[src/rtl/mux2_rr_arbiter.sv]
// mux2_rr_arbiter
//   Round-robin arbiter that shares one 2:1 data mux between requesters A and B.
//   The chosen word is registered and offered downstream on a valid/ready pair.
//   Full throughput: a downstream accept frees the output slot in the same cycle.
//
// Ports
//   Clk     rising-edge system clock
//   Rst     synchronous, active-high reset
//   AValid  requester A has a word on AData
//   AData   requester A word
//   AReady  A's word is taken this cycle
//   BValid  requester B has a word on BData
//   BData   requester B word
//   BReady  B's word is taken this cycle
//   Sel     mux select, 1 = A, 0 = B (combinational)
//   DOut    registered output word
//   DValid  DOut holds an unconsumed word
//   DReady  downstream takes DOut this cycle
//   Grant   side that supplied the current DOut, 1 = A, 0 = B
//
// state | meaning
// IDLE  | output slot empty, DValid = 0
// HOLD  | DOut/Grant hold a word not yet taken downstream, DValid = 1
module mux2_rr_arbiter #(
  parameter int DATAWIDTH = 8
) (
  input  logic                 Clk,
  input  logic                 Rst,
  input  logic                 AValid,
  input  logic [DATAWIDTH-1:0] AData,
  output logic                 AReady,
  input  logic                 BValid,
  input  logic [DATAWIDTH-1:0] BData,
  output logic                 BReady,
  output logic                 Sel,
  output logic [DATAWIDTH-1:0] DOut,
  output logic                 DValid,
  input  logic                 DReady,
  output logic                 Grant
);

  typedef enum logic {
    IDLE = 1'b0,
    HOLD = 1'b1
  } state_t;

  state_t state;
  logic   pri;     // side that wins a tie: 1 = A, 0 = B
  logic   free;
  logic   pick_a;
  logic   pick_b;
  logic   take_a;
  logic   take_b;

  assign free = (state == IDLE) | DReady;

  // A lone requester always wins; a tie goes to the priority side.
  assign pick_a = AValid & (~BValid | pri);
  assign pick_b = BValid & (~AValid | ~pri);

  // Reset masks the handshakes so nothing is acknowledged on a reset cycle.
  assign take_a = ~Rst & free & pick_a;
  assign take_b = ~Rst & free & pick_b;

  assign AReady = take_a;
  assign BReady = take_b;
  assign Sel    = take_a;
  assign DValid = (state == HOLD);

  always_ff @(posedge Clk) begin
    if (Rst) begin
      state <= IDLE;
      DOut  <= '0;
      Grant <= 1'b0;
      pri   <= 1'b1;
    end else if (free) begin
      if (take_a || take_b) begin
        state <= HOLD;
        DOut  <= take_a ? AData : BData;
        Grant <= take_a;
        pri   <= ~take_a;
      end else begin
        // Slot drained with nothing new; DOut keeps its last value.
        state <= IDLE;
      end
    end
  end

endmodule

[config.mk]
export PLATFORM = sky130hd
export DESIGN_NAME = mux2_rr_arbiter
export DESIGN_NICKNAME = d
export VERILOG_FILES = /design/src/rtl/mux2_rr_arbiter.sv
export SDC_FILE = /design/constraint.sdc
export NUM_CORES = 1
export LEC_CHECK = 0
export CORE_AREA = 2 2 49 51
export DETAILED_ROUTE_END_ITERATION = 8
export DIE_AREA = 0 0 51 53
export PLACE_DENSITY = 0.65
export SYNTH_ARGS = -nofsm -noshare
export SYNTH_HDL_FRONTEND = slang
export SYNTH_SLANG_ARGS = --single-unit
[constraint.sdc]
create_clock -name Clk -period 2 [get_ports Clk]
set_input_delay 0.3 -clock Clk [delete_from_list [all_inputs] [get_ports Clk]]
set_output_delay 0.3 -clock Clk [all_outputs]
set_load 0.01 [all_outputs]
==> flow_summary.toml <==
[finish]
num_antenna_cells = 0
area_growth_syn_to_layout_pct = 47.3
layoutNonFillerInstCount = 143
mostFrequentLayoutCell = "clkdlybuf4s50_1"
drive_gt1_frac = 0.139
final_cell_mix = "clkdlybuf4s50_1 (30), dfxtp_1 (11), buf_4 (10)"
nets = 137

[sta]
finalWorstSetupSlack_ps = 228
finalCriticalPeriod_ps = 1770
timing.fmax_mhz = 564
setup_violations = 0
fin_crit_sh = 0.886
skew_ps = 5.85
rsz0062_at_grt = "false"
slew_viol_final = 0
tightestPinTransition_ps = 354
finalHoldViolCount = 0
slew_headroom = 0.764

[clock_tree]
numCtsBuffers = 3
cts_sinks = 11
root_buffer = "clkbuf_4"
cts_hold_buf = 0
htreeDepth = 1
cts_buffer_depth = 2
postCtsSetupBuffers = 0
cts_tree = "built"
cts.reportedPaths.clkPinSlew_ps = 80
clock_latency_ps = 270

[placed_design]
dp_hpwl_um = 1400
dp_slack_ps = -140
place_congestion = 0.780
numPortBuffers = 33
placed_cells = 139

[pwr]
combPwrFrac = 0.322
switchingPower_mw = 0.171
seqPwrFrac = 0.415
pwr_density_cell_nw_per_um2 = 553
irDropWorstVdd_uv = 296
p_clk_frac = 0.263
p_sw_frac = 0.287
p_leak_nw = 0.417
intPower_mw = 0.426

[global_route]
grt_max_degree = 20
overflow = 0
grt_pass1_wl_um = 3110
grt_usage = 0.155
antenna_found_initial = 0
grt_pass1_vias = 715

[run_status]
status = "complete, no violations"

[floorplanning]
dieArea_um2 = 2700
die_y_um = 53
boundaryPins = 34
rows = 17
fp.dieW_um = 51
core_region_area_um2 = 2150
start_util = 0.341

[route]
drt-initial-drc-count = 19
top_layer = "met4"
drc = 0
antenna_left = 0
m1WireLength_um = 851
routedWlPerCell_um = 13.7
wl_met3_um = 117
vias = 779
via_per_inst = 5.45
dr.pass1.iters = 4
wl_met2_um = 961
wl_um = 1960

[synth]
syn_nets = 101
async_reset_ff_frac = 0
postSynthCellCount = 80
yosys_warnings = 0
synth_edf_count = 0
yosysUniqueCellTypes = 27
syn_area_um2 = 733
synth-seq-cells = 11
ys_seq_area_frac = 0.300
synth.avg_cell_area_um2 = 9.17
ys.flop_type = "dfxtp_1"

[worst_setup_path]
crit_chain = "clkdlybuf4s50_1 > nor2b_1 > a2111oi_1 > dlygate4sd2_1"
end_kind = "output port"
worst_ep_arrival_time_ps = 1470
max_stage_delay_ps = 470
cp.required_ps = 1700
cp_slowest_cell = "clkdlybuf4s50_1"
rr_worst_depth = 4
path_max_fanout = 2
critPathKind = "primary input to output port"
startpoint_type = "primary input"

[min_path]
whs_path_depth = 2
min_path_type = "flop to flop"

[job]
drv_cap = 0
## registers in the layout, indices dropped and copies added (netlist names)
| register | cells |
|---|---|
| DOut | 8 |
| DValid | 1 |
| Grant | 1 |
| pri | 1 |
## power groups by stage
stage               clock network (mW)  logic (mW)  registers (mW)
detailed placement                   0       0.193           0.253
global placement                     0       0.192           0.253
CTS                              0.164       0.193           0.248
finish                           0.157       0.193           0.248
floorplan                            0      0.0982           0.260
global route                     0.178       0.206           0.251
## metrics by stage
stage	util	instance area (um^2)	setup TNS [ps]	hold WS, ps	power (mW)
after floorplan	-	733	0	456	0.358
after global placement	0.488	1050	-74.2	468	0.445
after detailed placement	0.488	1050	-140	483	0.446
after CTS	0.500	1070	0	494	0.606
after global routing	0.503	1080	0	530	0.636
final	0.503	1080	0	484	0.597
## cells in the mapped netlist (2+ instances only)
cell type	instances	area, um^2
nand2b_1	2	12.5
nand4_1	8	50.1
dfxtp_1	11	220
a21oi_1	9	45.0
clkbuf_8	5	68.8
inv_1	2	7.51
o41ai_1	8	70.1
a311oi_1	8	70.1
nor2b_1	8	50.1
buf_6	2	22.5
## layout make-up
cell class / count / area (um^2)
inverter: 2 / 7.51
clock buffer: 4 / 26.3
sequential: 11 / 220
fill: 228 / 1070
timing repair buffer: 43 / 409
tap: 28 / 35.0
multi-input combinational: 55 / 382
## critical path: cells and delay by family
kind	cells	cell delay (ps)
AO/OA/AOI/OAI	1	320
buffers and inverters	2	780
AND/OR/NAND/NOR	1	60
## cells by family after synthesis
logic type             share of synthesized area
flip-flops                                 0.300
AO/OA/AOI/OAI                              0.305
buffers and inverters                      0.181
AND/OR/NAND/NOR                            0.213
## path summary, 6_finish.rpt
kind              startpoint      end  slack, ps
hold / removal         Grant    Grant        480
setup / recovery      DReady   BReady        230
hold reg to reg        Grant    Grant        480
setup reg to reg      DValid  DOut[2]        750
## per-layer routing
metal,track usage,up-vias
met4,0.117,0
li1,-,383
met3,0.0113,5
met5,0,-
met2,0.251,27
met1,0.192,364
## timing repair
item / in CTS / in global routing
setup endpoints to repair: 1 / 2
resized for setup: 2 / 2
cloned: 0 / 0
Note: power is estimated with default switching activity, not from simulation.
